$ cat src/rtl/mux_2to1_rr.sv
// Two-lane recombiner: each lane feeds a small FIFO, and a round-robin
// arbiter (lane 1 first) drains them into one registered word stream.
module mux_2to1_rr #(
    parameter int DATA_W = 4,
    parameter int DEPTH  = 4,
    parameter int PTR_W  = 2
) (
    input  logic              clk,
    input  logic              reset,
    input  logic [DATA_W-1:0] data_in0,
    input  logic              valid_in0,
    input  logic [DATA_W-1:0] data_in1,
    input  logic              valid_in1,
    output logic [DATA_W-1:0] data_out,
    output logic              valid_out,
    output logic              full0,
    output logic              full1,
    output logic              empty0,
    output logic              empty1,
    output logic              overflow
);

    localparam logic [PTR_W:0]   CNT_FULL = (PTR_W+1)'(DEPTH);
    localparam logic [PTR_W:0]   CNT_ONE  = (PTR_W+1)'(1);
    localparam logic [PTR_W-1:0] PTR_ONE  = PTR_W'(1);

    logic [DATA_W-1:0] mem0 [DEPTH];
    logic [DATA_W-1:0] mem1 [DEPTH];
    logic [PTR_W-1:0]  wr_ptr0, rd_ptr0;
    logic [PTR_W-1:0]  wr_ptr1, rd_ptr1;
    logic [PTR_W:0]    count0, count1;
    logic              sel, sel_next;
    logic              pop0, pop1;
    logic              push0, push1;
    logic              avail0, avail1;

    assign avail0 = (count0 != '0);
    assign avail1 = (count1 != '0);

    // A full lane still accepts a word when it is popped in the same cycle
    assign push0 = valid_in0 && (count0 != CNT_FULL || pop0);
    assign push1 = valid_in1 && (count1 != CNT_FULL || pop1);

    assign full0  = (count0 == CNT_FULL);
    assign full1  = (count1 == CNT_FULL);
    assign empty0 = !avail0;
    assign empty1 = !avail1;

    // sel names the lane owed the next turn
    always_ff @(posedge clk) begin
        if (reset) begin
            sel <= 1'b1;
        end else begin
            sel <= sel_next;
        end
    end

    // A lane popped out of turn does not consume the owed turn
    always_comb begin
        sel_next = sel;
        if (sel && avail1) begin
            sel_next = 1'b0;
        end else if (!sel && avail0) begin
            sel_next = 1'b1;
        end
    end

    always_comb begin
        pop0 = 1'b0;
        pop1 = 1'b0;
        if (sel ? avail1 : avail0) begin
            pop1 = sel;
            pop0 = !sel;
        end else if (sel ? avail0 : avail1) begin
            pop0 = sel;
            pop1 = !sel;
        end
    end

    always_ff @(posedge clk) begin
        if (reset) begin
            wr_ptr0 <= '0;
            rd_ptr0 <= '0;
            count0  <= '0;
            wr_ptr1 <= '0;
            rd_ptr1 <= '0;
            count1  <= '0;
        end else begin
            if (push0) wr_ptr0 <= wr_ptr0 + PTR_ONE;
            if (pop0)  rd_ptr0 <= rd_ptr0 + PTR_ONE;
            if (push0 && !pop0) count0 <= count0 + CNT_ONE;
            if (!push0 && pop0) count0 <= count0 - CNT_ONE;
            if (push1) wr_ptr1 <= wr_ptr1 + PTR_ONE;
            if (pop1)  rd_ptr1 <= rd_ptr1 + PTR_ONE;
            if (push1 && !pop1) count1 <= count1 + CNT_ONE;
            if (!push1 && pop1) count1 <= count1 - CNT_ONE;
        end
    end

    always_ff @(posedge clk) begin
        if (!reset && push0) mem0[wr_ptr0] <= data_in0;
        if (!reset && push1) mem1[wr_ptr1] <= data_in1;
    end

    always_ff @(posedge clk) begin
        if (reset) begin
            data_out  <= '0;
            valid_out <= 1'b0;
            overflow  <= 1'b0;
        end else begin
            valid_out <= pop0 || pop1;
            if (pop0) begin
                data_out <= mem0[rd_ptr0];
            end else if (pop1) begin
                data_out <= mem1[rd_ptr1];
            end else begin
                data_out <= '0;
            end
            if ((valid_in0 && !push0) || (valid_in1 && !push1)) begin
                overflow <= 1'b1;
            end
        end
    end

endmodule

$ cat config.mk
export PLATFORM = sky130hd
export DESIGN_NAME = mux_2to1_rr
export DESIGN_NICKNAME = d
export VERILOG_FILES = /design/src/rtl/mux_2to1_rr.sv
export SDC_FILE = /design/constraint.sdc
export NUM_CORES = 1
export LEC_CHECK = 0
export CAP_MARGIN = 15
export CORE_MARGIN = 2
export CORE_UTILIZATION = 40
export CTS_BUF_LIST = sky130_fd_sc_hd__clkbuf_8
export CTS_CLUSTER_DIAMETER = 120
export DETAILED_ROUTE_END_ITERATION = 8
export PLACE_DENSITY = 0.66
export SKIP_LAST_GASP = 1
export SYNTH_ARGS = -nofsm -noshare
export SYNTH_HDL_FRONTEND = slang
export SYNTH_SLANG_ARGS = --single-unit
$ cat constraint.sdc
create_clock -name clk -period 2.1 [get_ports clk]
set_clock_uncertainty 0.15 [all_clocks]
set_input_delay 0.315 -clock clk [delete_from_list [all_inputs] [get_ports clk]]
set_output_delay 0.315 -clock clk [all_outputs]
set_load 0.01 [all_outputs]
==> reports/metrics.yaml, run 1 <==
status: "complete, but fails checks"
violations: "setup timing"
criticalPathCategory: "register to register"
num_vias: 1500
drive_gt1_frac: 0.293
cp.arrival_ps: 2180
drt_iter0_drc: 66
synth_area_um2: 2430
wl_per_cell_um: 13.7
clock_latency_ps: 330
setup_ws_ps: -16.8
synth.avg_cell_area_um2: 13.7
antenna_found_initial: 0
grt_pass1_vias: 1468
synth_cell_types: 43
dieWidth_um: 82.0
end_kind: "register"
worstMarginPinSlew_ps: 412
met2RoutedLength_um: 2050
synth_ff_type: "edfxtp_1"
initial_core_util: 0.413
grt_pass1_wl_um: 6950
switching_share: 0.311
worstPathRequired_ps: 2170
cts_max_path_buffers: 2
slew_viol_final: 0
drc: 0
syn_nets: 200
hold_depth: 2
rsz0062_at_grt: "true"
stdcell_count: 307
area_growth_pct: 31.6
ioPinCount: 22
grt_max_degree: 13
floorplan.rows: 28
path_clk_slew_ps: 60
min_to: "rd_ptr0[1]$_SDFFE_PP0N_"
vdd_drop_max_mv: 0.612
die-area_um2: 6720
r2r-end: "count1[2]$_SDFFE_PP0P_"
cts_tree: "yes"
min_from: "rd_ptr0[1]$_SDFFE_PP0N_"
place_congestion: 0.815
wl_um: 4200
worstSetupStartpointType: "register"
final_common_cell: "edfxtp_1"
synth_cells: 178
track_usage: 0.142
avgViaCountPerCell: 4.89
post-dp-hpwl_um: 3190
max_freq_ghz: 0.472
overflow: 0
cap_violations: 0
rrSetupSlack_ps: -20
yosysWarnings: 0
clockRootBuffer: "clkbuf_8"
cp-startpoint: "count0[1]$_SDFFE_PP0P_"
crit_path_max_fanout: 4
switching_power_uw: 1380
final_cell_mix: "32 x edfxtp_1, 24 x nor2_1, 21 x buf_4, 20 x dfxtp_1, 17 x clkdlybuf4s50_1"
synth-edff-count: 32
p_int_uw: 3050
combPwrFrac: 0.369
ys_ff_latch: 57
cts-buffers-inserted: 9
final_nets: 249
fin_crit_sh: 1.01
core_um2: 5890
hold_path.class: "register to register"
antenna_cells: 0
min_period_ps: 2120
rr_startpoint: "count0[1]$_SDFFE_PP0P_"
yosysSeqAreaShare: 0.601
finalHoldViolations: 0
finalSetupViolCount: 1
r2r_cells: 6
pwr-share-clk: 0.277
dr.pass1.iters: 4
die_h_um: 82.0
cellPowerDensity_nw_per_um2: 1380
top_layer: "met4"
n_fill_cell: 491
h-tree-depth: 3
cts_sinks: 57
wl_met3_um: 101
async_reset_ff_frac: 0
p_leak_uw: 0.00121
slew_headroom: 0.724
p_total_uw: 4430
post-place-cells: 291
port_buffers: 21
detail-route-antenna-nets: 0
wl_met1_um: 1960
sequentialPowerShare: 0.354
[registers in the layout, indices dropped and copies added, names as in the netlist, named ones only]
name	count
mem0	16
mem1	16
data_out	4
count0	3
count1	3
rd_ptr0	2
rd_ptr1	2
wr_ptr0	2
wr_ptr1	2
overflow	1
sel	1
valid_out	1
[routing by layer]
| metal | up-vias | global-route usage |
|---|---|---|
| met5 | - | 0 |
| met4 | 0 | 0.0850 |
| met3 | 7 | 0.0308 |
| met2 | 20 | 0.226 |
| met1 | 717 | 0.178 |
| li1 | 756 | - |
[cells in the mapped netlist (2+ instances only)]
cell type   n  area share
xnor2_1     4       0.014
o22ai_1     4       0.010
and2_1      5       0.013
or3_4       2      0.0093
ha_1        8       0.041
o31ai_1     2      0.0062
dfxtp_1    25        0.21
clkbuf_1    2      0.0031
nor3_1      2      0.0041
inv_1      14       0.022
edfxtp_1   32        0.40
a21o_1      2      0.0062
mux2_1      3       0.014
inv_2       2      0.0031
o211ai_1    2      0.0062
nor3b_1     6       0.019
nor2b_1     2      0.0051
nor2_1     24       0.037
fa_1        2       0.016
mux4_2      8       0.074
xor2_1      2      0.0072
mux2i_1     3       0.012
nand3_1     2      0.0041
[repair_timing]
action                     4_1_cts  5_1_grt
hold buffers                     0        0
setup buffers                    0        0
gates cloned                     0        0
pin swaps                        2        3
setup endpoints to repair        6       16
resized for setup               10       11
[through the flow]
step           setup slack [ps]   util  setup TNS [ps]  area [um^2]  hold WS, ps
3_3_place_gp               -120  0.491           -1670         2890          354
6_report                  -16.8  0.544           -16.8         3200          386
2_1_floorplan              -101      -            -101         2450          264
3_5_place_dp               -147  0.491           -2270         2890          374
5_1_grt                   -57.9  0.544            -135         3200          427
4_1_cts                  0.0688  0.534               0         3140          390
[final cells by class]
class,count,area (um^2),area share
Sequential cell,57,1470,0.460
Clock buffer,9,124,0.0387
Tap cell,75,93.8,0.0293
Inverter,16,60.1,0.0188
Multi-Input combinational cell,101,967,0.302
Clock inverter,7,119,0.0372
Timing Repair Buffer,42,363,0.113
[power by group through the flow]
stage | sequential (uW) | combinational, uW | clock, uW
after global routing | 1610 | 1800 | 1300
after detailed placement | 1580 | 1590 | 0
after floorplan | 1560 | 943 | 0
after global placement | 1580 | 1570 | 0
after CTS | 1560 | 1590 | 1250
final | 1570 | 1630 | 1220
[kinds of logic after synthesis]
| family | share of synthesized area |
|---|---|
| simple gates | 0.107 |
| fa+ha+maj | 0.0576 |
| buf+inv | 0.0314 |
| flops | 0.601 |
| compound gates | 0.0762 |
| xor+xnor | 0.0216 |
| mux | 0.105 |
[worst max path at each step]
stage / to
floorplan: count1[2]$_SDFFE_PP0P_
finish: count1[2]$_SDFFE_PP0P_
global route: count1[2]$_SDFFE_PP0P_
detailed placement: mem1[2][3]$_DFFE_PP_
global placement: mem1[1][3]$_DFFE_PP_
CTS: count0[2]$_SDFFE_PP0P_
[critical path, cell delays in order, from the launching register on]
cell and delay [ps]:
dfxtp_2 320, or3_4 420, a21oi_4 140, nand2_1 80, fa_2 390, o31ai_4 190, mux2_4 310
Power figures use the tool's default switching activity.
==> inputs of run 2 (changes only) <==
--- a/config.mk
+++ b/config.mk
@@ -6,12 +6,14 @@
 export NUM_CORES = 1
 export LEC_CHECK = 0
 export CAP_MARGIN = 15
+export CELL_PAD_IN_SITES_DETAIL_PLACEMENT = 0
+export CELL_PAD_IN_SITES_GLOBAL_PLACEMENT = 1
 export CORE_MARGIN = 2
 export CORE_UTILIZATION = 40
 export CTS_BUF_LIST = sky130_fd_sc_hd__clkbuf_8
 export CTS_CLUSTER_DIAMETER = 120
 export DETAILED_ROUTE_END_ITERATION = 8
-export PLACE_DENSITY = 0.66
+export PLACE_DENSITY = 0.76
 export SKIP_LAST_GASP = 1
 export SYNTH_ARGS = -nofsm -noshare
 export SYNTH_HDL_FRONTEND = slang
==> run 2 against run 1 <==
  * The flow still finishes with violations (setup timing)
  * Final area decreased by 0.51%
  * Die area unchanged
  * Clock power about the same
  * Combinational power barely moved
  * First-iteration DRC count is 67% higher
  * Clock-buffer cell count rose by 1
  * Critical endpoint unchanged
  * Highest routed layer unchanged
==> reports/metrics.yaml, run 2 (same netlist as run 1, synthesis figures left out) <==
grt_pass1_wl_um: 6760
final_cell_mix: "32 x edfxtp_1, 24 x nor2_1, 23 x dfxtp_1, 21 x buf_4, 18 x clkdlybuf4s50_1"
overflow: 0
worstPathRequired_ps: 2160
floorplan.rows: 28
track_usage: 0.139
finalHoldViolations: 0
whs_ps: 381
clockRootBuffer: "clkbuf_8"
ctsHoldBuffers: 0
slew_headroom: 0.583
drt_iter0_drc: 110
placed_area_um2: 2890
cap_violations: 0
wl_um: 4240
cts_max_path_buffers: 2
dieWidth_um: 82.0
vdd_drop_max_mv: 0.709
p_leak_uw: 0.00120
drc: 0
cp.arrival_ps: 2190
num_vias: 1501
min_period_ps: 2140
port_buffers: 21
end_kind: "register"
stdcell_area_um2: 3180
top_regs: "mem0 x16, mem1 x16, data_out x4"
wl_per_cell_um: 13.8
min_from: "rd_ptr1[1]$_SDFFE_PP0P_"
status: "complete, but fails checks"
finalSetupViolCount: 1
final_common_cell: "edfxtp_1"
initial_core_util: 0.413
stdcell_count: 307
max_freq_ghz: 0.468
grt_pass1_vias: 1491
cts_sinks: 57
die-area_um2: 6720
hold_path.class: "register to register"
final_nets: 249
cts-buffers-inserted: 9
detail-route-antenna-nets: 0
area_growth_pct: 30.9
die_h_um: 82.0
setup_ws_ps: -35.2
crit_path_max_fanout: 4
avgViaCountPerCell: 4.89
fin_crit_sh: 1.02
dr.pass1.iters: 4
antenna_cells: 0
post-dp-hpwl_um: 3160
violations: "setup timing"
worstMarginPinSlew_ps: 625
clock_latency_ps: 330
grt_max_degree: 23
core_um2: 5890
criticalPathCategory: "register to register"
worstSetupStartpointType: "register"
path_clk_slew_ps: 60
rrSetupSlack_ps: -40
ioPinCount: 22
post-cts-setup-buffers: 0
antenna_found_initial: 0
cellPowerDensity_nw_per_um2: 1390
rsz0062_at_grt: "true"
slew_viol_final: 0
post-place-cells: 291
cp-startpoint: "count0[1]$_SDFFE_PP0P_"
cts_tree: "yes"
drive_gt1_frac: 0.272
tns_ps: -35.2
place_congestion: 0.743
h-tree-depth: 3
rr_startpoint: "count0[1]$_SDFFE_PP0P_"
run 2: cell count changes in the layout (fill, tap and decap cells not counted), moves of 2 or more:
cell / previous run / this run
clkinv_4: 2 / 0
dlygate4sd2_1: 4 / 2
dfxtp_2: 3 / 1
dfxtp_1: 20 / 23
run 2: critical path, cell delays in order, from the launching register on:
cell     delay (ps)
dfxtp_1         310
or3_4           430
a21oi_4         150
nand2_1          80
fa_2            380
o31ai_4         180
mux2_1          330
run 2: per-stage QoR:
| step | total power (uW) | setup slack [ps] | util |
|---|---|---|---|
| 2_1_floorplan | 2510 | -101 | - |
| 3_3_place_gp | 3160 | -127 | 0.491 |
| 3_5_place_dp | 3170 | -162 | 0.491 |
| 4_1_cts | 4410 | -45.5 | 0.534 |
| 5_1_grt | 4710 | -124 | 0.541 |
| 6_report | 4420 | -35.2 | 0.541 |
run 2: path summary, 6_finish.rpt:
check / to / cells after the start
worst max register to register: count1[2]$_SDFFE_PP0P_ / 6
worst max-delay path: count1[2]$_SDFFE_PP0P_ / 6
worst min-delay path: register / 2
worst min register to register: register / 2
run 2: area by class of cell:
cell class / count / area (um^2)
fill: 526 / 2700
inverter: 16 / 62.6
tap: 75 / 93.8
clock buffer: 10 / 138
multi-input combinational: 101 / 952
clock inverter: 6 / 105
timing repair buffer: 42 / 365
sequential: 57 / 1470
run 2: repair_timing:
action | 4_1_cts | 5_1_grt
endpoints found under the setup margin | 5 | 17
resized for setup | 8 | 9
endpoints found under the hold margin | 0 | 0
pin swaps | 1 | 2
run 2: where the power goes:
part           switching (uW)  internal, uW  total (uW)  leakage [uW]
Sequential                161          1390        1550      0.000498
Combinational             771           874        1650      0.000586
Clock                     415           812        1230      0.000118
run 2: layer usage:
| layer | part of all wire | wire length (um) | GRT usage | vias up |
|---|---|---|---|---|
| li1 | - | - | - | 748 |
| met5 | 0 | 0 | 0 | - |
| met2 | 0.48 | 2020 | 0.219 | 24 |
| met3 | 0.027 | 116 | 0.0374 | 9 |
| met1 | 0.48 | 2020 | 0.176 | 720 |
| met4 | 0.019 | 80 | 0.0700 | 0 |
==> inputs of run 3 (changes only) <==
--- a/config.mk
+++ b/config.mk
@@ -14,6 +14,7 @@
 export CTS_CLUSTER_DIAMETER = 120
 export DETAILED_ROUTE_END_ITERATION = 8
 export PLACE_DENSITY = 0.76
+export SKIP_CTS_REPAIR_TIMING = 1
 export SKIP_LAST_GASP = 1
 export SYNTH_ARGS = -nofsm -noshare
 export SYNTH_HDL_FRONTEND = slang
==> run 3 against run 2 <==
  * The run still ends with setup timing left
  * Utilization rose by 0.47 points
  * Clock-buffer cell count stayed put
  * Combinational power hardly changed
  * Clock power about the same
  * Hold slack worse by 0.51 ps
  * Via count shrank 0.27%
  * Wire length is 0.24% lower
  * Cell count stayed put
  * Power is 0.80% higher
  * Register-to-register slack got worse by 30 ps
  * Global-route usage barely moved
  * Critical path depth did not move
  * Critical path type unchanged
  * Critical endpoint unchanged
  * Largest cell class unchanged
==> reports/metrics.yaml, run 3 (same netlist as run 1, synthesis figures left out) <==
cellPowerDensity_nw_per_um2: 1390
cts_sinks: 57
rsz0062_at_grt: "true"
worstPathRequired_ps: 2160
overflow: 0
p_total_uw: 4460
crit_path_max_fanout: 4
cts_tree: "yes"
placed_area_um2: 2890
detail-route-antenna-nets: 0
slew_headroom: 0.726
setup_ws_ps: -63.8
avgViaCountPerCell: 4.88
grt_max_degree: 23
cp-startpoint: "count0[0]$_SDFFE_PP0P_"
floorplan.rows: 28
cts_max_path_buffers: 2
die_h_um: 82.0
final_cell_mix: "32 x edfxtp_1, 24 x nor2_1, 23 x dfxtp_1, 21 x buf_4, 18 x clkdlybuf4s50_1"
h-tree-depth: 3
wl_um: 4230
rr_startpoint: "count0[0]$_SDFFE_PP0P_"
post-route-util: 0.545
r2r-end: "count1[2]$_SDFFE_PP0P_"
fin_crit_sh: 1.03
p_leak_uw: 0.00123
worstMarginPinSlew_ps: 411
place_congestion: 0.743
path_clk_slew_ps: 60
core_um2: 5890
criticalPathCategory: "register to register"
n_fill_cell: 521
antenna_found_initial: 0
finalSetupViolCount: 1
cts-buffers-inserted: 9
clock_latency_ps: 320
post-dp-hpwl_um: 3160
grt_pass1_vias: 1493
top_regs: "mem0 x16, mem1 x16, data_out x4"
drt_iter0_drc: 114
rrSetupSlack_ps: -60
status: "complete, but fails checks"
final_common_cell: "edfxtp_1"
violations: "setup timing"
hold_path.class: "register to register"
vdd_drop_max_mv: 0.709
end_kind: "register"
drive_gt1_frac: 0.293
min_period_ps: 2160
grt_pass1_wl_um: 6760
cap_violations: 0
ioPinCount: 22
clockRootBuffer: "clkbuf_8"
drc: 0
area_growth_pct: 32.1
max_freq_ghz: 0.462
endpoint: "count1[2]$_SDFFE_PP0P_"
cp.arrival_ps: 2220
hold_depth: 2
initial_core_util: 0.413
antenna_cells: 0
worstSetupStartpointType: "register"
slew_viol_final: 0
dr.pass1.iters: 4
finalHoldViolations: 0
num_vias: 1497
r2r_cells: 6
dieWidth_um: 82.0
whs_ps: 380
stdcell_area_um2: 3210
post-place-cells: 291
final_nets: 249
port_buffers: 21
wl_per_cell_um: 13.8
stdcell_count: 307
die-area_um2: 6720
track_usage: 0.139
-- run 3: cell types whose count changed in the layout (fill, tap and decap cells not counted), sizes merged --
cell	delta
clkdlybuf4s15	-1
dlymetal6s2s	+3
dlygate4sd2	-2
-- run 3: final cells by class --
cell class | count | area [um^2] | share of cell area
Clock inverter | 6 | 105 | 0.0327
Inverter | 16 | 60.1 | 0.0187
Multi-Input combinational cell | 101 | 972 | 0.303
Timing Repair Buffer | 42 | 375 | 0.117
Tap cell | 75 | 93.8 | 0.0292
Sequential cell | 57 | 1470 | 0.457
Clock buffer | 10 | 138 | 0.0429
-- run 3: how the worst min path moves through the flow --
stage                                 start                 endpoint
global route        rd_ptr1[1]$_SDFFE_PP0P_                 register
global placement    rd_ptr0[1]$_SDFFE_PP0N_  rd_ptr0[1]$_SDFFE_PP0N_
floorplan                       data_in0[0]     mem0[0][0]$_DFFE_PP_
CTS                 rd_ptr1[1]$_SDFFE_PP0P_                 register
detailed placement    overflow$_SDFFE_PP0P_    overflow$_SDFFE_PP0P_
finish              rd_ptr1[1]$_SDFFE_PP0P_                 register
-- run 3: critical path: stages, from the launching register on --
cell and delay [ps]:
dfxtp_1 310, or3_4 430, a21oi_4 180, nand2_2 70
fa_2 390, o31ai_4 200, mux2_4 320
-- run 3: where the power goes --
part	switching, uW	leakage [uW]	total (uW)	internal [uW]
registers	162	0.000498	1550	1390
logic	782	0.000618	1680	902
clock network	410	0.000118	1220	812
-- run 3: routing by layer --
layer,global-route usage,vias up,wire length (um)
met5,0,-,0
met1,0.176,725,2020
met3,0.0374,8,88
met2,0.220,20,2050
li1,-,744,-
met4,0.0700,0,65
-- run 3: per-stage QoR --
step	TNS, ps	setup WS, ps
floorplan	-101	-101
global route	-183	-133
global placement	-381	-127
CTS	-747	-255
detailed placement	-1690	-162
finish	-63.8	-63.8
